**src/rtl/riscv_ctrl_pkg.sv**
```systemverilog
// Shared constants and types for the multicycle RISC-V sequencer.
// Opcodes, funct fields, ALU codes, FSM encoding and instruction classes.
package riscv_ctrl_pkg;

  localparam logic [6:0] OP_R     = 7'b0110011;
  localparam logic [6:0] OP_I     = 7'b0010011;
  localparam logic [6:0] OP_LOAD  = 7'b0000011;
  localparam logic [6:0] OP_STORE = 7'b0100011;

  localparam logic [2:0] F3_AND = 3'b111;
  localparam logic [2:0] F3_OR  = 3'b110;
  localparam logic [2:0] F3_ADD = 3'b000;
  localparam logic [2:0] F3_W   = 3'b010;

  localparam logic [6:0] F7_BASE = 7'b0000000;
  localparam logic [6:0] F7_ALT  = 7'b0100000;

  localparam logic [3:0] ALU_AND = 4'd0;
  localparam logic [3:0] ALU_OR  = 4'd1;
  localparam logic [3:0] ALU_ADD = 4'd2;
  localparam logic [3:0] ALU_SUB = 4'd6;

  localparam logic [2:0] S_FETCH  = 3'd0;
  localparam logic [2:0] S_DECODE = 3'd1;
  localparam logic [2:0] S_EXEC   = 3'd2;
  localparam logic [2:0] S_MEM    = 3'd3;
  localparam logic [2:0] S_WB     = 3'd4;
  localparam logic [2:0] S_HALT   = 3'd5;

  typedef enum logic [2:0] {
    CLS_NOP,
    CLS_R,
    CLS_I,
    CLS_LOAD,
    CLS_STORE
  } cls_t;

  typedef struct packed {
    cls_t       cls;
    logic [3:0] alu_op;
    logic       alu_src_imm;
    logic       wb_sel_mem;
    logic       legal;
  } dec_t;

  function automatic logic writes_rd(cls_t c);
    return (c == CLS_R) || (c == CLS_I) || (c == CLS_LOAD);
  endfunction

endpackage

```
**src/rtl/riscv_seq_ctrl_if.sv**
```systemverilog
// Control bundle between the sequencer and the datapath.
// master: sequencer side; slave: datapath side.
interface riscv_seq_ctrl_if #(
  parameter int ALU_OP_W = 4
);
  logic [31:0]         instruct;
  logic                last_instr_flag;
  logic                ir_load;
  logic [4:0]          rs1;
  logic [4:0]          rs2;
  logic [4:0]          rd;
  logic [ALU_OP_W-1:0] alu_op;
  logic                alu_src_imm;
  logic                wb_sel_mem;
  logic                mem_read;
  logic                mem_write;
  logic                regenb;
  logic                pcnext;
  logic                finish_flag;
  logic                illegal;
  logic [2:0]          state_o;

  modport master (
    input  instruct, last_instr_flag,
    output ir_load, rs1, rs2, rd, alu_op,
    output alu_src_imm, wb_sel_mem,
    output mem_read, mem_write, regenb,
    output pcnext, finish_flag, illegal,
    output state_o
  );

  modport slave (
    output instruct, last_instr_flag,
    input  ir_load, rs1, rs2, rd, alu_op,
    input  alu_src_imm, wb_sel_mem,
    input  mem_read, mem_write, regenb,
    input  pcnext, finish_flag, illegal,
    input  state_o
  );
endinterface

```
**src/rtl/riscv_ctrl_decode.sv**
```systemverilog
// Combinational instruction decoder: opcode/funct fields to
// class, ALU operation, operand/writeback selects and legality.
module riscv_ctrl_decode
  import riscv_ctrl_pkg::*;
(
  input  logic [6:0] opcode,
  input  logic [2:0] funct3,
  input  logic [6:0] funct7,
  output dec_t       dec
);

  logic r, i, is_and, is_or, is_add, is_sub;
  logic is_ld, is_st, arith;

  assign r      = opcode == OP_R;
  assign i      = opcode == OP_I;
  assign is_and = (r || i) && funct3 == F3_AND;
  assign is_or  = (r || i) && funct3 == F3_OR;
  assign is_add = funct3 == F3_ADD &&
                  (i || (r && funct7 == F7_BASE));
  assign is_sub = r && funct3 == F3_ADD &&
                  funct7 == F7_ALT;
  assign is_ld  = opcode == OP_LOAD && funct3 == F3_W;
  assign is_st  = opcode == OP_STORE && funct3 == F3_W;
  assign arith  = is_and || is_or || is_add || is_sub;

  always_comb begin
    dec = '{cls: CLS_NOP, alu_op: ALU_AND,
            alu_src_imm: 1'b0, wb_sel_mem: 1'b0,
            legal: 1'b0};
    unique case (1'b1)
      is_and:         dec.alu_op = ALU_AND;
      is_or:          dec.alu_op = ALU_OR;
      is_add:         dec.alu_op = ALU_ADD;
      is_sub:         dec.alu_op = ALU_SUB;
      is_ld, is_st:   dec.alu_op = ALU_ADD;
      default:        dec.alu_op = ALU_AND;
    endcase
    unique case (1'b1)
      arith && r: dec.cls = CLS_R;
      arith && i: dec.cls = CLS_I;
      is_ld:      dec.cls = CLS_LOAD;
      is_st:      dec.cls = CLS_STORE;
      default:    dec.cls = CLS_NOP;
    endcase
    dec.alu_src_imm = (arith && i) || is_ld || is_st;
    dec.wb_sel_mem  = is_ld;
    dec.legal       = arith || is_ld || is_st;
  end

endmodule

```
**src/rtl/riscv_seq_ctrl.sv**
```systemverilog
// Multicycle FETCH/DECODE/EXEC/MEM/WB sequencer with registered strobes.
// RISCV_SEQ_ILLEGAL_TRAP_EN: unsupported encodings trap to HALT.
module riscv_seq_ctrl
  import riscv_ctrl_pkg::*;
#(
  parameter int MEM_LAT  = 1,
  parameter int ALU_OP_W = 4
) (
  input logic              clock,
  input logic              rst,
  riscv_seq_ctrl_if.master bus
);

  localparam logic [2:0] CNT_INIT = 3'(MEM_LAT - 1);

  logic [2:0]          state;
  logic [31:0]         ir;
  cls_t                cls;
  logic [2:0]          cnt;
  logic                ir_load, mem_read, mem_write;
  logic                regenb, pcnext, finish;
  logic [4:0]          rs1, rs2, rd;
  logic [ALU_OP_W-1:0] alu_op;
  logic                src_imm, wb_mem;
  dec_t                dec;

  riscv_ctrl_decode u_dec (
    .opcode (ir[6:0]),
    .funct3 (ir[14:12]),
    .funct7 (ir[31:25]),
    .dec    (dec)
  );

`ifdef RISCV_SEQ_ILLEGAL_TRAP_EN
  logic illegal_q;
`else
  logic unused_legal;
  assign unused_legal = dec.legal;
`endif

  // Strobes are registered, so each one appears the cycle after the
  // state that requests it.
  always_ff @(posedge clock) begin
    if (rst) begin
      state     <= S_FETCH;
      ir        <= '0;
      cls       <= CLS_NOP;
      cnt       <= '0;
      ir_load   <= 1'b0;
      mem_read  <= 1'b0;
      mem_write <= 1'b0;
      regenb    <= 1'b0;
      pcnext    <= 1'b0;
      finish    <= 1'b0;
      rs1       <= '0;
      rs2       <= '0;
      rd        <= '0;
      alu_op    <= '0;
      src_imm   <= 1'b0;
      wb_mem    <= 1'b0;
`ifdef RISCV_SEQ_ILLEGAL_TRAP_EN
      illegal_q <= 1'b0;
`endif
    end else begin
      ir_load   <= 1'b0;
      mem_read  <= 1'b0;
      mem_write <= 1'b0;
      regenb    <= 1'b0;
      pcnext    <= 1'b0;
      unique case (state)
        S_FETCH: begin
          if (bus.last_instr_flag) begin
            state  <= S_HALT;
            finish <= 1'b1;
          end else begin
            ir      <= bus.instruct;
            ir_load <= 1'b1;
            state   <= S_DECODE;
          end
        end
        S_DECODE: begin
          rs1     <= ir[19:15];
          rs2     <= ir[24:20];
          rd      <= ir[11:7];
          alu_op  <= ALU_OP_W'(dec.alu_op);
          src_imm <= dec.alu_src_imm;
          wb_mem  <= dec.wb_sel_mem;
          cls     <= dec.cls;
          state   <= S_EXEC;
`ifdef RISCV_SEQ_ILLEGAL_TRAP_EN
          if (!dec.legal) begin
            state     <= S_HALT;
            finish    <= 1'b1;
            illegal_q <= 1'b1;
          end
`endif
        end
        S_EXEC: begin
          if (cls == CLS_LOAD || cls == CLS_STORE) begin
            state <= S_MEM;
            cnt   <= CNT_INIT;
          end else begin
            state <= S_WB;
          end
        end
        S_MEM: begin
          mem_read  <= cls == CLS_LOAD;
          mem_write <= cls == CLS_STORE;
          if (cnt == 3'd0) state <= S_WB;
          else             cnt   <= cnt - 3'd1;
        end
        S_WB: begin
          pcnext <= 1'b1;
          regenb <= writes_rd(cls) && rd != 5'd0;
          state  <= S_FETCH;
        end
        default: state <= S_HALT;
      endcase
    end
  end

  assign bus.ir_load     = ir_load;
  assign bus.rs1         = rs1;
  assign bus.rs2         = rs2;
  assign bus.rd          = rd;
  assign bus.alu_op      = alu_op;
  assign bus.alu_src_imm = src_imm;
  assign bus.wb_sel_mem  = wb_mem;
  assign bus.mem_read    = mem_read;
  assign bus.mem_write   = mem_write;
  assign bus.regenb      = regenb;
  assign bus.pcnext      = pcnext;
  assign bus.finish_flag = finish;
  assign bus.state_o     = state;
`ifdef RISCV_SEQ_ILLEGAL_TRAP_EN
  assign bus.illegal     = illegal_q;
`else
  assign bus.illegal     = 1'b0;
`endif

endmodule

```
**src/flat_wrapper.sv**
```systemverilog
// flat-port wrapper written by rule: the top's interface ports become plain ports
module riscv_seq_ctrl_flat import riscv_ctrl_pkg::*;
#(
  parameter int MEM_LAT  = 1,
  parameter int ALU_OP_W = 4
)
  (clock, rst, bus_instruct, bus_last_instr_flag, bus_ir_load, bus_rs1, bus_rs2, bus_rd, bus_alu_op, bus_alu_src_imm, bus_wb_sel_mem, bus_mem_read, bus_mem_write, bus_regenb, bus_pcnext, bus_finish_flag, bus_illegal, bus_state_o);
  riscv_seq_ctrl_if #(.ALU_OP_W(ALU_OP_W)) bus_i ();
  input logic clock;
  input logic rst;
  input wire logic [$bits(bus_i.instruct)-1:0] bus_instruct;
  input wire logic [$bits(bus_i.last_instr_flag)-1:0] bus_last_instr_flag;
  output wire logic [$bits(bus_i.ir_load)-1:0] bus_ir_load;
  output wire logic [$bits(bus_i.rs1)-1:0] bus_rs1;
  output wire logic [$bits(bus_i.rs2)-1:0] bus_rs2;
  output wire logic [$bits(bus_i.rd)-1:0] bus_rd;
  output wire logic [$bits(bus_i.alu_op)-1:0] bus_alu_op;
  output wire logic [$bits(bus_i.alu_src_imm)-1:0] bus_alu_src_imm;
  output wire logic [$bits(bus_i.wb_sel_mem)-1:0] bus_wb_sel_mem;
  output wire logic [$bits(bus_i.mem_read)-1:0] bus_mem_read;
  output wire logic [$bits(bus_i.mem_write)-1:0] bus_mem_write;
  output wire logic [$bits(bus_i.regenb)-1:0] bus_regenb;
  output wire logic [$bits(bus_i.pcnext)-1:0] bus_pcnext;
  output wire logic [$bits(bus_i.finish_flag)-1:0] bus_finish_flag;
  output wire logic [$bits(bus_i.illegal)-1:0] bus_illegal;
  output wire logic [$bits(bus_i.state_o)-1:0] bus_state_o;
  assign bus_i.instruct = bus_instruct;
  assign bus_i.last_instr_flag = bus_last_instr_flag;
  assign bus_ir_load = bus_i.ir_load;
  assign bus_rs1 = bus_i.rs1;
  assign bus_rs2 = bus_i.rs2;
  assign bus_rd = bus_i.rd;
  assign bus_alu_op = bus_i.alu_op;
  assign bus_alu_src_imm = bus_i.alu_src_imm;
  assign bus_wb_sel_mem = bus_i.wb_sel_mem;
  assign bus_mem_read = bus_i.mem_read;
  assign bus_mem_write = bus_i.mem_write;
  assign bus_regenb = bus_i.regenb;
  assign bus_pcnext = bus_i.pcnext;
  assign bus_finish_flag = bus_i.finish_flag;
  assign bus_illegal = bus_i.illegal;
  assign bus_state_o = bus_i.state_o;
  riscv_seq_ctrl #(.MEM_LAT(MEM_LAT), .ALU_OP_W(ALU_OP_W)) u_core (.clock(clock), .rst(rst), .bus(bus_i));
endmodule
```
**config.mk**
```make
export PLATFORM = sky130hd
export DESIGN_NAME = riscv_seq_ctrl_flat
export DESIGN_NICKNAME = d
export VERILOG_FILES = /design/src/rtl/riscv_ctrl_pkg.sv /design/src/rtl/riscv_seq_ctrl_if.sv /design/src/rtl/riscv_ctrl_decode.sv /design/src/rtl/riscv_seq_ctrl.sv /design/src/flat_wrapper.sv
export SDC_FILE = /design/constraint.sdc
export NUM_CORES = 1
export LEC_CHECK = 0
export CORE_UTILIZATION = 35
export DETAILED_ROUTE_END_ITERATION = 8
export PLACE_DENSITY_LB_ADDON = 0.25
export SYNTH_ARGS = -nofsm -noshare
export SYNTH_HDL_FRONTEND = slang
export SYNTH_SLANG_ARGS = --single-unit
```
**constraint.sdc**
```tcl
create_clock -name clock -period 2.6 [get_ports clock]
set_input_delay 0.52 -clock clock [delete_from_list [all_inputs] [get_ports clock]]
set_output_delay 0.52 -clock clock [all_outputs]
set_load 0.01 [all_outputs]
```
After elaboration in Yosys (flattened, before gate mapping)
Index checks and enable logic that the tools add are counted.
{"block": "op_classes", "n_addsub": 1, "n_eq_ne": 19, "n_mux": 11, "bitwise_logic": 4, "reduce_logical": 34}
{"op": "$eq 7x6->1 const B", "n": 3}
{"op": "$eq 3x2->1 const B", "n": 5}
{"op": "$mux 3", "n": 5}
{"op": "$pmux 3 s5", "n": 1}
{"op": "$eq 3x3->1 const B", "n": 4}
{"op": "$pmux 3 s4", "n": 1}
{"op": "$logic_and 1x1->1", "n": 11}
{"op": "$logic_or 1x1->1", "n": 10}
{"op": "$logic_not 3->1", "n": 3}
{"op": "$pmux 3 s3", "n": 1}
{"op": "$eq 7x2->1 const B", "n": 1}
{"op": "$eq 7x5->1 const B", "n": 1}
{"op": "$logic_not 7->1", "n": 1}
{"op": "$eq 3x1->1 const B", "n": 2}
{"op": "$pmux 3 s2", "n": 1}
{"op": "$reduce_or 2->1", "n": 3}
{"op": "$reduce_bool 5->1", "n": 1}
{"op": "$ne 2x1->1 const B", "n": 2}
{"op": "$not 1->1", "n": 4}
{"op": "$reduce_and 2->1", "n": 2}
{"op": "$reduce_and 3->1", "n": 1}
{"op": "$reduce_or 3->1", "n": 1}
{"op": "$sub 3x1->3 const B", "n": 1}
{"op": "$mux 1", "n": 2}
{"op": "other kinds (2)", "n": 2}
{"block": "word_totals", "regBits": 68, "output_inout_bits": 31, "word_cells": 85}

Longest topological paths before layout
{"block": "depth", "depth_word": 9, "depth_mapped": 6, "depth_no_buf": 5}

Hierarchy
A second synthesis with hierarchy kept.
{"block": "hier_totals", "cells_unflattened": 339, "area_unflattened_um2": 2790.2}
{"mod": "riscv_seq_ctrl", "n_inst": 1, "cells_per_inst": 306, "area_each_um2": 2560.0}
{"mod": "riscv_ctrl_decode", "n_inst": 1, "cells_per_inst": 33, "area_each_um2": 230.2}

Least setup slack after synthesis
OpenSTA, ideal clock, no wires.
{"block": "synth_path", "path_kind": "reg2reg", "start": "register u_core.ir[12]", "end": "register u_core.alu_op[2], in the netlist u_core.bus.alu_op[2]", "arrival_time_ns": 1.693, "path_slack_ns": 0.837, "path_stages_with_launch": 5, "n_path_buf": 0, "synth_period_minus_slack_ns": 1.763, "cell_sequence": "dfxtp_1 -> or3_4 -> or4_1 -> or4_1 -> a21oi_1"}
{"block": "synth_via", "elab_chain_cells": 4, "word_cells_on_any_way": 11, "classes_between": "eq/ne: 2; mux: 1; reduce/logical: 8"}
{"element": "start: declaration", "line": "riscv_seq_ctrl.sv:17", "text": "logic [31:0] ir;"}
{"element": "start signal: assignment", "line": "riscv_seq_ctrl.sv:76", "text": "ir <= bus.instruct;"}
{"element": "$eq 3x2->1 / $logic_not 3->1 (equally long branches)"}
{"element": "$logic_and 1x1->1, on equally long branches"}
{"element": "$reduce_or 3->1 (no line) / $logic_and 1x1->1 (equally long branches)"}
{"element": "$pmux 3 s3 *", "line": "riscv_ctrl_decode.sv:31", "text": "unique case (1'b1)"}
{"element": "end signal: assignment", "line": "riscv_seq_ctrl.sv:85", "text": "alu_op <= ALU_OP_W'(dec.alu_op);"}
{"element": "end: declaration", "line": "riscv_seq_ctrl.sv:23", "text": "logic [ALU_OP_W-1:0] alu_op;"}
Mark *: on every way between the ends. The rest lies on a longest branch, timed or not.
A chain may end at the register's enable or synchronous reset.

Final worst setup path
{"block": "layout_path", "start": "register u_core.state[1], in the netlist u_core.bus.state_o[1]", "end": "output bus_state_o[1]"}
{"element": "start: declaration", "line": "riscv_seq_ctrl.sv:16", "text": "logic [2:0] state;"}
{"element": "start signal: assignment", "line": "riscv_seq_ctrl.sv:45", "text": "state <= S_FETCH;"}
{"element": "start signal: assignment", "line": "riscv_seq_ctrl.sv:73", "text": "state <= S_HALT;"}
{"element": "start signal: assignment", "line": "riscv_seq_ctrl.sv:78", "text": "state <= S_DECODE;"}
{"element": "end: declaration", "line": "flat_wrapper.sv:26", "text": "output wire logic [$bits(bus_i.state_o)-1:0] bus_state_o;"}
No word-level cell between the ends.

==> results_dict.tcl <==
set metrics [dict create \
    synth.avg_cell_area_um2 8.12 \
    grt_usage_pct 16.2 \
    max-cap-violations 0 \
    root_buffer "clkbuf_8" \
    crit_path_max_fanout 11 \
    placed_cell_area_um2 3290 \
    ys_types 40 \
    synthArstFlopShare_pct 0 \
    finish.net_count 417 \
    drive_above_1_share_pct 7.53 \
    seqCellArea_um2 1340 \
    hpwl_mm 3.85 \
    post_cts_buffers 0 \
    synth_edf_count 0 \
    htree_levels 3 \
    crit_chain "clkdlybuf4s50_1" \
    via_count 2293 \
    antenna_cells 0 \
    max-slew-margin-rel_pct 61.1 \
    setup_viol 0 \
    rows 31 \
    die_area_um2 7840 \
    ctsLongestPathBuffers 2 \
    cpPeakStageDelay_ns 0.61 \
    pwr_density_cell_nw_per_um2 834 \
    ys.flop_type "dfxtp_1" \
    drt_iter0_drc 99 \
    final_hold_viol_count 0 \
    synth_cells 323 \
    cts_tree "built" \
    design.core.area_um2 7250 \
    fp.dieW_um 88.5 \
    drc 0 \
    min_period_ns 2.03 \
    cp_data_arrival_time_ns 1.51 \
    ant_nets 0 \
    syn_to_final_growth_pct 32.9 \
    cts_sinks 67 \
    gp_congestion 0.764 \
    tns_ns 0 \
    crit_path_end_kind "output port" \
    wl_mm 5.77 \
    yosysWarnings 0 \
    initial_core_util_pct 36.1 \
    critPathRequiredTime_ns 2.08 \
    viasPerCell 4.74 \
    cp-start-kind "flip-flop" \
    synth_seq_area_share_pct 51.2 \
    port_buffers 63 \
    netlist_area_um2 2620 \
    p_leak_nw 1.20 \
    rsz0062_at_grt "no" \
    wl_per_cell_um 11.9 \
    die_h_um 88.5 \
    clock-skew-final_ns 0.00736 \
    critical_path_class "reg2out" \
    insertion_delay_ns 0.35 \
    cts_made_buffers 9 \
    status "complete, no violations" \
    antenna_found_initial 0 \
    path_clk_slew_ns 0.07 \
    fmax_mhz 494 \
    grt_first_pass_wirelength_mm 9.49 \
    fin_crit_sh_pct 77.9 \
    multiInputGateArea_um2 1140 \
    cpMaxStageDelayCell "clkdlybuf4s50_1" \
    hold_class "reg2reg" \
    grt_max_degree 34 \
    first_global_vias 2048 \
    max_slew.worst_pin.slew_ns 0.584 \
    ioPinCount 66 \
    cts_resized 0 \
    fillers 742 \
    crit_buf_inv 1 \
    final_area_um2 3480 \
    critPathTopFamily "buffers and inverters" \
    slew_viol_final 0 \
    cts_hold_buffers 0 \
    grt_remaining_overflow 0 \
    ir_drop_v 0.000346 \
    synth_seq_cells 67 \
    drt-pass1-iter-count 7 \
]
==> metal layers <==
layer | GRT usage (%) | routed length [um]
met5 | 0 | 0
met4 | 7.92 | 107
met3 | 5.60 | 255
met2 | 25.4 | 2670
met1 | 19.9 | 2740
==> cells in the final DEF, fill, tap and decap left out, drive strengths merged, types with 2 or more instances in the layout <==
master,count
nor2b,2
o211ai,2
or2,2
nand3,3
nand2,103
conb,2
o21a,2
a31oi,2
dfxtp,67
clkinvlp,2
a21oi,55
nor3,4
clkdlybuf4s50,62
nor4b,3
buf,7
nand3b,2
or3b,2
clkbuf,11
nor2,15
or4,4
xnor2,2
nand2b,2
clkinv,3
inv,5
a211oi,5
nor3b,3
ha,2
==> area by class of cell <==
class,instances,area share (%)
inverter,5,0.539
clock inverter,5,1.08
sequential,67,38.5
clock buffer,11,4.35
timing repair buffer,69,19.3
tap,99,3.56
multi-input combinational,228,32.7
==> per-stage QoR <==
stage	cells	power (mW)	setup slack, ns	hold WS [ns]	utilization (%)
2_1_floorplan	324	1.85	0.837	0.427	-
3_3_place_gp	468	2.13	0.750	0.436	45.4
3_5_place_dp	468	2.14	0.736	0.444	45.4
4_1_cts	484	2.95	0.554	0.453	48.0
5_1_grt	484	3.10	0.501	0.476	48.0
6_report	484	2.91	0.575	0.450	48.0
==> path summary, 6_finish.rpt <==
| path | start | endpoint | slack [ns] | cells after the start |
|---|---|---|---|---|
| worst max register to register | u_core.ir[12] | u_core.bus.alu_op[2] | 0.74 | 4 |
| worst min-delay path | u_core.ir[26] | u_core.ir[26] | 0.45 | 2 |
| worst min register to register | u_core.ir[26] | u_core.ir[26] | 0.45 | 2 |
| worst max-delay path | u_core.bus.state_o[1] | bus_state_o[1] | 0.57 | 1 |
==> cell families (layout without fill, tap and decap cells) <==
family | after synthesis | count (layout) | synth area share [%]
simple gates | 148 | 148 | 25.0
compound gates | 74 | 74 | 16.1
flops | 67 | 67 | 51.2
buf+inv | 29 | 90 | 5.92
fa+ha+maj | 2 | 2 | 0.955
xor+xnor | 2 | 2 | 0.668
other cells | 1 | 2 | 0.143
==> flip-flops by register name, indices dropped and copies added (netlist names) <==
| register | flops |
|---|---|
| u_core.bus.regenb | 1 |
| u_core.bus.rs1 | 5 |
| u_core.cnt | 3 |
| u_core.cls | 3 |
| u_core.bus.wb_sel_mem | 1 |
| u_core.bus.mem_write | 1 |
| u_core.ir | 32 |
| u_core.bus.alu_src_imm | 1 |
| u_core.bus.rd | 5 |
| u_core.bus.alu_op | 3 |
| u_core.bus.finish_flag | 1 |
| u_core.bus.rs2 | 5 |
| u_core.bus.state_o | 3 |
| u_core.bus.pcnext | 1 |
| u_core.bus.ir_load | 1 |
| u_core.bus.mem_read | 1 |
==> where the power goes <==
| part | internal (mW) | total [mW] | switching (mW) |
|---|---|---|---|
| clock network | 0.399 | 0.802 | 0.403 |
| registers | 1.17 | 1.30 | 0.130 |
| logic | 0.346 | 0.801 | 0.455 |
| total | 1.92 | 2.91 | 0.987 |
==> synth_stat cells, types with 3 or more instances <==
library cell / instances / area [um2]
clkbuf_1: 17 / 63.8
nand2_1: 103 / 387
inv_1: 5 / 18.8
nor3_1: 4 / 20.0
dfxtp_1: 67 / 1340
nor2_1: 15 / 56.3
nor3b_1: 3 / 22.5
nand3_1: 3 / 15.0
or4_1: 4 / 30.0
nor4b_1: 3 / 26.3
a21oi_1: 55 / 275
clkbuf_8: 3 / 41.3
a211oi_1: 5 / 37.5
No activity file was read; power rests on OpenSTA's default activity.
